--- src/rtl/ps_hp_pkg.sv ---
// Shared types and constants for the pshare table-port scheduler.
package ps_hp_pkg;

    localparam int PS_BHT_ENTERIES_DEF   = 256;
    localparam int PS_INSTR_SIZE_BYTE_DEF = 4;
    localparam int PS_Q_DEPTH_DEF        = 4;
    localparam int PS_STARVE_LIMIT_DEF   = 8;

    function automatic int pc_width(input int instr_size_byte);
        return instr_size_byte * 8;
    endfunction

    function automatic int idx_width(input int entries);
        return $clog2(entries);
    endfunction

    localparam int PS_PCW_DEF = pc_width(PS_INSTR_SIZE_BYTE_DEF);

    typedef enum logic {
        INIT,
        RUN
    } state_e;

    typedef struct packed {
        logic [PS_PCW_DEF-1:0] pc;
        logic                  taken;
        logic [PS_PCW_DEF-1:0] offset;
    } upd_entry_t;

    // Why the port went where it did this cycle, highest priority first after INIT.
    typedef enum logic [2:0] {
        GR_IDLE,
        GR_INIT,
        GR_FULL,
        GR_STARVE,
        GR_HAZARD,
        GR_LOOKUP,
        GR_DRAIN
    } grant_e;

endpackage

--- src/rtl/ps_hp_upd_fifo.sv ---
// In-order register FIFO of pending table updates, with a parallel
// index compare of every live entry against the current fetch index.
module ps_hp_upd_fifo
    import ps_hp_pkg::*;
#(
    parameter int  Q_DEPTH = PS_Q_DEPTH_DEF,
    parameter int  IDX_W   = 8,
    parameter type entry_t = upd_entry_t
) (
    input  logic                     clk,
    input  logic                     srst,
    input  logic                     push,
    input  entry_t                   push_entry,
    input  logic [IDX_W-1:0]         push_idx,
    input  logic                     pop,
    output entry_t                   head_entry,
    output logic [$clog2(Q_DEPTH):0] count,
    input  logic [IDX_W-1:0]         lookup_idx,
    output logic                     hazard
);

    localparam int PTR_W = $clog2(Q_DEPTH);

    entry_t           mem     [Q_DEPTH];
    logic [IDX_W-1:0] idx_mem [Q_DEPTH];
    logic [PTR_W-1:0] head_reg;
    logic [PTR_W-1:0] tail_reg;
    logic [PTR_W:0]   count_reg;
    logic [Q_DEPTH-1:0] match;

    always_ff @(posedge clk) begin
        if (srst) begin
            head_reg  <= '0;
            tail_reg  <= '0;
            count_reg <= '0;
        end else begin
            if (push) tail_reg <= tail_reg + 1'b1;
            if (pop)  head_reg <= head_reg + 1'b1;
            case ({push, pop})
                2'b10:   count_reg <= count_reg + 1'b1;
                2'b01:   count_reg <= count_reg - 1'b1;
                default: count_reg <= count_reg;
            endcase
        end
    end

    always_ff @(posedge clk) begin
        if (push) begin
            mem[tail_reg]     <= push_entry;
            idx_mem[tail_reg] <= push_idx;
        end
    end

    // A slot is live when its distance from head (mod depth) is below the occupancy.
    genvar gi;
    for (gi = 0; gi < Q_DEPTH; gi++) begin : g_cmp
        logic [PTR_W-1:0] age;
        assign age       = PTR_W'(gi) - head_reg;
        assign match[gi] = ({1'b0, age} < count_reg) && (idx_mem[gi] == lookup_idx);
    end

    assign hazard     = |match;
    assign head_entry = mem[head_reg];
    assign count      = count_reg;

endmodule

--- src/rtl/ps_hp_port_sched.sv ---
// Arbitrates the single pshare table port between the init sweep,
// fetch lookups and queued execute-stage updates.
module ps_hp_port_sched
    import ps_hp_pkg::*;
#(
    parameter int BHT_ENTERIES    = PS_BHT_ENTERIES_DEF,
    parameter int INSTR_SIZE_BYTE = PS_INSTR_SIZE_BYTE_DEF,
    parameter int Q_DEPTH         = PS_Q_DEPTH_DEF,
    parameter int STARVE_LIMIT    = PS_STARVE_LIMIT_DEF
) (
    input  logic                                  clk,
    input  logic                                  rst,
    input  logic [pc_width(INSTR_SIZE_BYTE)-1:0]  in_fetch_pc,
    input  logic                                  in_fetch_nop,
    input  logic [pc_width(INSTR_SIZE_BYTE)-1:0]  in_exe_pc,
    input  logic                                  in_exe_nop,
    input  logic                                  in_exe_branch_taken,
    input  logic [pc_width(INSTR_SIZE_BYTE)-1:0]  in_exe_branch_offset,
    output logic                                  out_tbl_lookup_en,
    output logic [pc_width(INSTR_SIZE_BYTE)-1:0]  out_tbl_lookup_pc,
    output logic                                  out_tbl_update_en,
    output logic [pc_width(INSTR_SIZE_BYTE)-1:0]  out_tbl_update_pc,
    output logic                                  out_tbl_update_taken,
    output logic [pc_width(INSTR_SIZE_BYTE)-1:0]  out_tbl_update_offset,
    output logic                                  out_tbl_init_en,
    output logic [idx_width(BHT_ENTERIES)-1:0]    out_tbl_init_idx,
    output logic                                  out_fetch_stall,
    output logic                                  out_exe_stall,
    output logic                                  out_init_busy,
    output logic [$clog2(Q_DEPTH):0]              out_q_count
);

    localparam int PCW      = pc_width(INSTR_SIZE_BYTE);
    localparam int IDX_W    = idx_width(BHT_ENTERIES);
    localparam int CNT_W    = $clog2(Q_DEPTH) + 1;
    localparam int STARVE_W = $clog2(STARVE_LIMIT + 1);

    typedef struct packed {
        logic [PCW-1:0] pc;
        logic           taken;
        logic [PCW-1:0] offset;
    } entry_t;

    state_e             state_reg, state_next;
    logic [IDX_W-1:0]   init_idx_reg, init_idx_next;
    logic [STARVE_W-1:0] starve_cnt_reg, starve_cnt_next;
    grant_e             grant;
    entry_t             push_entry, head_entry;
    logic [CNT_W-1:0]   q_count;
    logic               hazard, fetch_valid, q_full, q_empty, push, pop;

    ps_hp_upd_fifo #(
        .Q_DEPTH (Q_DEPTH),
        .IDX_W   (IDX_W),
        .entry_t (entry_t)
    ) u_fifo (
        .clk        (clk),
        .srst       (rst),
        .push       (push),
        .push_entry (push_entry),
        .push_idx   (in_exe_pc[IDX_W+1:2]),
        .pop        (pop),
        .head_entry (head_entry),
        .count      (q_count),
        .lookup_idx (in_fetch_pc[IDX_W+1:2]),
        .hazard     (hazard)
    );

    always_ff @(posedge clk) begin
        if (rst) begin
            state_reg      <= INIT;
            init_idx_reg   <= '0;
            starve_cnt_reg <= '0;
        end else begin
            state_reg      <= state_next;
            init_idx_reg   <= init_idx_next;
            starve_cnt_reg <= starve_cnt_next;
        end
    end

    assign fetch_valid = !in_fetch_nop;
    assign q_full      = (q_count == CNT_W'(Q_DEPTH));
    assign q_empty     = (q_count == '0);

    always_comb begin
        state_next    = state_reg;
        init_idx_next = init_idx_reg;
        grant         = GR_IDLE;
        if (rst) begin
            grant = GR_IDLE;
        end else if (state_reg == INIT) begin
            grant         = GR_INIT;
            init_idx_next = init_idx_reg + 1'b1;
            if (init_idx_reg == IDX_W'(BHT_ENTERIES - 1)) state_next = RUN;
        end else if (q_full) begin
            grant = GR_FULL;
        end else if (starve_cnt_reg == STARVE_W'(STARVE_LIMIT)) begin
            grant = GR_STARVE;
        end else if (fetch_valid && hazard) begin
            grant = GR_HAZARD;
        end else if (fetch_valid) begin
            grant = GR_LOOKUP;
        end else if (!q_empty) begin
            grant = GR_DRAIN;
        end
    end

    assign pop  = (grant == GR_FULL) || (grant == GR_STARVE) ||
                  (grant == GR_HAZARD) || (grant == GR_DRAIN);
    // Push is judged on registered occupancy so a full queue never accepts, even when popping.
    assign push = !rst && (state_reg == RUN) && !in_exe_nop && !q_full;
    assign push_entry = '{pc: in_exe_pc, taken: in_exe_branch_taken, offset: in_exe_branch_offset};

    always_comb begin
        starve_cnt_next = starve_cnt_reg;
        if (q_empty || pop) begin
            starve_cnt_next = '0;
        end else if (starve_cnt_reg != STARVE_W'(STARVE_LIMIT)) begin
            starve_cnt_next = starve_cnt_reg + 1'b1;
        end
    end

    assign out_tbl_lookup_en     = (grant == GR_LOOKUP);
    assign out_tbl_lookup_pc     = in_fetch_pc;
    assign out_tbl_update_en     = pop;
    assign out_tbl_update_pc     = pop ? head_entry.pc : '0;
    assign out_tbl_update_taken  = pop ? head_entry.taken : 1'b0;
    assign out_tbl_update_offset = pop ? head_entry.offset : '0;
    assign out_tbl_init_en       = (grant == GR_INIT);
    assign out_tbl_init_idx      = init_idx_reg;
    assign out_init_busy         = rst || (state_reg == INIT);
    assign out_fetch_stall       = out_init_busy || (fetch_valid && !out_tbl_lookup_en);
    assign out_exe_stall         = out_init_busy || q_full;
    assign out_q_count           = q_count;

endmodule
--- config.mk ---
export PLATFORM = sky130hd
export DESIGN_NAME = ps_hp_port_sched
export DESIGN_NICKNAME = d
export VERILOG_FILES = /design/src/rtl/ps_hp_pkg.sv /design/src/rtl/ps_hp_upd_fifo.sv /design/src/rtl/ps_hp_port_sched.sv
export SDC_FILE = /design/constraint.sdc
export NUM_CORES = 1
export LEC_CHECK = 0
export BUFFER_PORTS_ARGS = -buffer_cell sky130_fd_sc_hd__buf_2
export CORE_ASPECT_RATIO = 1.4
export CORE_MARGIN = 3
export CORE_UTILIZATION = 40
export DETAILED_ROUTE_END_ITERATION = 6
export MAX_ROUTING_LAYER = met4
export SLEW_MARGIN = 20
export SYNTH_ARGS = -nofsm -noshare
export SYNTH_HDL_FRONTEND = slang
export SYNTH_SLANG_ARGS = --single-unit
--- constraint.sdc ---
create_clock -name clk -period 4.8 [get_ports clk]
set_input_delay 0.24 -clock clk [delete_from_list [all_inputs] [get_ports clk]]
set_output_delay 0.24 -clock clk [all_outputs]
set_load 0.02 [all_outputs]
==> impl_metrics.json, run 1 <==
{
  "synth_common_cells": "260 x edfxtp_1, 70 x and2_1, 65 x mux4_2",
  "setup_viol": 0,
  "die_height_um": 207,
  "instances_no_fill": 1224,
  "fmax_ghz": 0.274,
  "largest_reg_flops": 232,
  "ir_worst_vdd_mv": 0.262,
  "setup_ws_ns": 1.15,
  "drt_iter0_markers": 335,
  "final_antenna_net_count": 0,
  "critPathMaxStageDelay_ns": 0.60,
  "dpl-instance-area_um2": 12600,
  "initial_core_util": 0.407,
  "ys_seq_elements": 282,
  "multiInputGateArea_um2": 2940,
  "relSlewSlack": 0.286,
  "clock_path_buffers": 3,
  "worstHoldPathType": "in -> reg",
  "ys_types": 41,
  "path_max_fanout": 70,
  "fp.dieW_um": 150,
  "status": "complete, no violations",
  "num_rows": 73,
  "syn_avg_cell_area_um2": 18.6,
  "cts_setup_buffers": 0,
  "wire_per_inst_um": 19.9,
  "grt_pass1_vias": 6869,
  "hpwl_mm": 14.4,
  "syn_area_um2": 11600,
  "path_clk_slew_ns": 0.06,
  "synth_edf_count": 260,
  "cts-root-buf": "clkbuf_16",
  "cp_top_family": "buffers and inverters",
  "yosysMostFrequentCell": "edfxtp_1",
  "dieArea_um2": 31000,
  "synth.top_cell.area_share": 0.675,
  "crit_buf_inv": 3,
  "grt_max_degree": 71,
  "fin_crit_ns": 3.65,
  "synthesis.nets": 736,
  "slew_viol_final": 0,
  "finalNetCount": 944,
  "core_um2": 28400,
  "post_drt_via_cell_ratio": 5.08,
  "fillers": 2356,
  "synthArstFlopShare": 0,
  "rsz0062_at_grt": "false",
  "htreeDepth": 1,
  "first_pass_iters": 5,
  "clk_latency_ns": 0.54,
  "required_ns": 4.56,
  "top_register": "u_fifo.mem",
  "overflow": 0,
  "grt.total_usage": 0.164,
  "start_kind": "flop",
  "cellLeakagePower_uw": 0.00498,
  "clock-sinks": 282,
  "ios": 215,
  "antenna_found_initial": 1,
  "seqCellArea_um2": 8260,
  "synth_area_leader_cell": "edfxtp_1",
  "cap_viol_max_count": 0,
  "postSynthCellCount": 622,
  "gp_congestion": 0.808,
  "path_class": "reg -> out",
  "port_buffers": 166,
  "via_count": 6215,
  "yosys_warnings": 0,
  "cp_data_arrival_time_ns": 3.41,
  "syn_to_final_growth_pct": 22.4,
  "worstMarginPinSlew_ns": 1.07,
  "power.density_nw_per_um2": 355,
  "grt_pass1_wl_mm": 38.4,
  "final_layout_size_suffix_gt1_frac": 0.343,
  "dp_slack_ns": 1.67,
  "hold_slack_ns": 0.0845,
  "drcViolationCount": 0,
  "stdcell_area_um2": 14200,
  "routed_wirelength_mm": 24.4,
  "synth.area.top_cells": "edfxtp_1 67%, mux4_2 13%, dfxtp_1 3.8%",
  "cp-end-kind": "output port",
  "dpl.cell_count": 1109,
  "path_cells": "inv_1, ha_1, a21boi_0, o21bai_1, a311oi_1, and4_1, nor3_4, buf_4, and2_1, buf_2",
  "synth.yosys.seq_area_share": 0.713,
  "cts_buffers": 28,
  "setup_tns_ns": 0,
  "ys.flop_type": "edfxtp_1",
  "fin_crit_sh": 0.761,
  "critPathSlowestCell": "buf_4",
  "hold_viol": 0,
  "clock_skew_ns": 0.0111,
  "cts_tree": "done"
}
layer usage:
layer / up-vias / share of wire / track usage
met2: 180 / 0.54 / 0.290
met1: 3186 / 0.38 / 0.186
li1: 2792 / - / -
met4: 0 / 0.027 / 0.0584
met3: 57 / 0.050 / 0.0299
met5: - / 0 / -
final cells by class:
type,instances,share of cell area
Sequential cell,282,0.583
Multi-Input combinational cell,273,0.208
Timing Repair Buffer,235,0.108
Clock buffer,31,0.0518
Tap cell,375,0.0331
Clock inverter,17,0.0140
Inverter,10,0.00265
Antenna cell,1,0.000177
report_power, final:
part	switching, uW	internal [uW]	total [uW]
Combinational	66.8	70.8	138
Sequential	2.58	2680	2680
Clock	898	1310	2210
path summary, 6_finish.rpt:
path | startpoint | to | slack, ns | cells after the start
max | u_fifo.count[1] | out_tbl_update_offset[10] | 1.15 | 10
min | rst | out_tbl_init_idx[1] | 0.08 | 2
max reg2reg | u_fifo.count[1] | u_fifo.count[2] | 1.62 | 13
min reg2reg | out_tbl_init_idx[7] | out_tbl_init_idx[7] | 0.51 | 2
cells in the final DEF (no fill, tap or decap), types with 5 or more instances in the layout:
master / instances
buf_2: 166
nor4_1: 8
dlygate4sd3_1: 65
inv_1: 10
clkinv_2: 7
nor3_1: 5
nor2_1: 19
and2_1: 66
dfxtp_1: 20
a21oi_1: 10
edfxtp_1: 260
ha_1: 12
mux4_2: 65
clkbuf_16: 29
xor2_1: 40
logic make-up (layout without fill, tap and decap cells):
family	after synthesis	after routing	synth area share
XOR/XNOR	44	44	0.0333
buffers and inverters	67	293	0.0340
multiplexers	68	68	0.129
adder cells (fa/ha/maj)	13	13	0.0147
flip-flops	282	282	0.713
AO/OA/AOI/OAI	23	23	0.0123
other	0	1	0
AND/OR/NAND/NOR	125	125	0.0636
stage by stage:
| step | util | power (uW) |
|---|---|---|
| 2_1_floorplan | - | 2800 |
| 3_3_place_gp | 0.442 | 2820 |
| 3_5_place_dp | 0.442 | 2830 |
| 4_1_cts | 0.498 | 5090 |
| 5_1_grt | 0.498 | 5210 |
| 6_report | 0.498 | 5030 |
timing repair:
| item | in CTS | in global routing |
|---|---|---|
| endpoints found under the hold margin | 260 | 0 |
| hold buffers | 65 | 0 |
| endpoints found under the setup margin | 0 | 0 |
| resized for setup | 0 | 0 |
No activity file was read; power rests on OpenSTA's default activity.
==> inputs of run 2 (changes only) <==
--- a/config.mk
+++ b/config.mk
@@ -5,6 +5,7 @@
 export SDC_FILE = /design/constraint.sdc
 export NUM_CORES = 1
 export LEC_CHECK = 0
+export ABC_AREA = 1
 export BUFFER_PORTS_ARGS = -buffer_cell sky130_fd_sc_hd__buf_2
 export CORE_ASPECT_RATIO = 1.4
 export CORE_MARGIN = 3
==> constraint.sdc (replaced) <==
create_clock -name clk -period 2.98 [get_ports clk]
set_input_delay 0.149 -clock clk [delete_from_list [all_inputs] [get_ports clk]]
set_output_delay 0.149 -clock clk [all_outputs]
set_load 0.02 [all_outputs]
==> run 2 against run 1 <==
  * Combinational power increased by 70%
  * Sequential cell count is the same
  * Setup slack worse by 1.1 ns
  * Sequential power up 61%
  * Via count increased by 33%
  * Clock skew rose by 0.0030 ns
  * First-iteration DRC count grew 38%
  * Routed wire length rose by 13%
  * Cell count is 33% higher
  * Area after synthesis up 4.7%
  * Critical path type unchanged
==> impl_metrics.json, run 2 <==
{
  "seqCellArea_um2": 8260,
  "final_layout_size_suffix_gt1_frac": 0.246,
  "hpwl_mm": 16.1,
  "cp-end-kind": "output port",
  "multiInputGateArea_um2": 3310,
  "post_drt_via_cell_ratio": 5.08,
  "htreeDepth": 1,
  "path_class": "reg -> out",
  "overflow": 0,
  "ios": 215,
  "synth.area.top_cells": "edfxtp_1 64%, nand2_1 7.7%, a32o_1 4.7%",
  "cts-root-buf": "clkbuf_16",
  "synthesis.nets": 1135,
  "rsz0062_at_grt": "true",
  "synth_area_leader_cell": "edfxtp_1",
  "core_um2": 29500,
  "final_cell_mix": "260 x edfxtp_1, 249 x nand2_1, 138 x buf_2",
  "postSynthCellCount": 1021,
  "required_ns": 2.83,
  "drcViolationCount": 0,
  "yosys_warnings": 0,
  "port_buffers": 166,
  "first_pass_iters": 6,
  "syn_avg_cell_area_um2": 11.9,
  "path_clk_slew_ns": 0.06,
  "synthArstFlopShare": 0,
  "syn_area_um2": 12100,
  "setup_viol": 0,
  "power.density_nw_per_um2": 518,
  "syn_to_final_growth_pct": 24.9,
  "ys.flop_type": "edfxtp_1",
  "worstHoldPathType": "in -> reg",
  "ys_types": 36,
  "largest_reg_flops": 232,
  "top_register": "u_fifo.mem",
  "cap_viol_max_count": 0,
  "power_uw": 7830,
  "hold_viol": 0,
  "synth_common_cells": "260 x edfxtp_1, 250 x nand2_1, 80 x a21oi_1",
  "cts_buffers": 27,
  "setup_ws_ns": 0.0154,
  "finalNetCount": 1339,
  "worstMarginPinSlew_ns": 0.677,
  "cp_data_arrival_time_ns": 2.82,
  "wire_per_inst_um": 16.9,
  "clock_skew_ns": 0.0141,
  "synth.top_cell.area_share": 0.645,
  "cellLeakagePower_uw": 0.00574,
  "grt_max_degree": 71,
  "clock_path_buffers": 3,
  "fin_crit_sh": 0.995,
  "fin_crit_ns": 2.96,
  "clk_latency_ns": 0.53,
  "fp.dieW_um": 153,
  "initial_core_util": 0.410,
  "ys_seq_elements": 282,
  "status": "complete, no violations",
  "gp_congestion": 0.803,
  "final_common_cell": "edfxtp_1",
  "relSlewSlack": 0.548,
  "final_antenna_net_count": 0,
  "synth_edf_count": 260,
  "grt_pass1_wl_mm": 42.9,
  "drt_iter0_markers": 461,
  "num_rows": 74,
  "routed_wirelength_mm": 27.4,
  "via_count": 8237,
  "dieArea_um2": 32400,
  "grt.total_usage": 0.169,
  "fmax_ghz": 0.337,
  "cts_tree": "done",
  "start_kind": "flop",
  "ir_worst_vdd_mv": 0.471,
  "die_height_um": 212,
  "yosysMostFrequentCell": "edfxtp_1",
  "antenna_cells": 0,
  "slew_viol_final": 0,
  "fillers": 2560,
  "synth.yosys.seq_area_share": 0.681,
  "grt_pass1_vias": 8470,
  "clock-sinks": 282,
  "dp_slack_ns": 0.0523,
  "antenna_found_initial": 0,
  "path_max_fanout": 20
}
run 2: changes by cell type after synthesis, moves of 37 or more:
cell     delta
inv_1      +43
a21oi_1    +70
nor2_1     +53
mux4_2     -65
nand2_1   +246
xor2_1     -37
a32o_1     +57
and2_1     -70
run 2: path summary, 6_finish.rpt:
path,start,to,slack [ns],cells after the start
max,u_fifo.head_reg[1],out_tbl_update_pc[0],0.02,15
min,in_exe_nop,u_fifo.count[0],0.14,5
max reg2reg,u_fifo.head_reg[1],u_fifo.count[2],0.17,18
min reg2reg,out_tbl_init_idx[6],out_tbl_init_idx[6],0.52,2
run 2: per-stage QoR:
step | setup TNS [ns] | instances | utilization | cell area [um2] | hold slack [ns]
3_3_place_gp | 0 | 1502 | 0.450 | 13300 | 0.298
4_1_cts | -0.0625 | 1619 | 0.506 | 14900 | 0.105
5_1_grt | -7.48 | 1623 | 0.512 | 15100 | 0.161
3_5_place_dp | 0 | 1502 | 0.450 | 13300 | 0.298
6_report | 0 | 1623 | 0.512 | 15100 | 0.143
2_1_floorplan | -104.65 | 1021 | - | 12100 | 0.221
run 2: layout make-up:
class	instances	area share
clock inverter	17	0.0103
multi-input combinational	594	0.219
tap	380	0.0314
timing repair buffer	260	0.132
clock buffer	30	0.0454
inverter	60	0.0151
sequential	282	0.546
run 2: worst max-delay path: stages, from the launching register on:
cell	delay, ns
dfxtp_4	0.37
xor2_2	0.17
inv_1	0.06
ha_1	0.26
a21boi_2	0.15
o21ai_1	0.12
nand3_1	0.08
nand2_1	0.07
o21bai_1	0.07
nand2_1	0.09
nand2_2	0.08
nand3_4	0.11
nand2_8	0.11
buf_12	0.19
nor2_2	0.15
buf_4	0.17
run 2: metal layers:
metal | up-vias | GRT usage | routed length (um) | part of all wire
met3 | 53 | 0.0252 | 1350 | 0.049
met5 | - | - | 0 | 0
met4 | 0 | 0.0578 | 675 | 0.025
met1 | 3987 | 0.191 | 11000 | 0.40
li1 | 3973 | - | - | -
met2 | 224 | 0.307 | 14500 | 0.53
run 2: power by group:
part	internal [uW]	switching, uW	leakage [uW]
Clock	1900	1370	0.000409
Combinational	120	115	0.00282
Sequential	4320	3.64	0.00252
run 2: logic make-up after synthesis:
kind of cell    count (synthesis)  synth area share
flops                         282             0.681
compound gates                169            0.0955
xor+xnor                       22            0.0159
fa+ha+maj                      13            0.0141
buf+inv                       146            0.0594
simple gates                  389             0.134
run 2: repair_timing:
action,in CTS,in global routing
buffers inserted,3,4
hold endpoints to repair,264,0
gates resized for setup,23,50
pin swaps,3,3
setup endpoints to repair,64,66
hold buffers,66,0
cloned,1,2
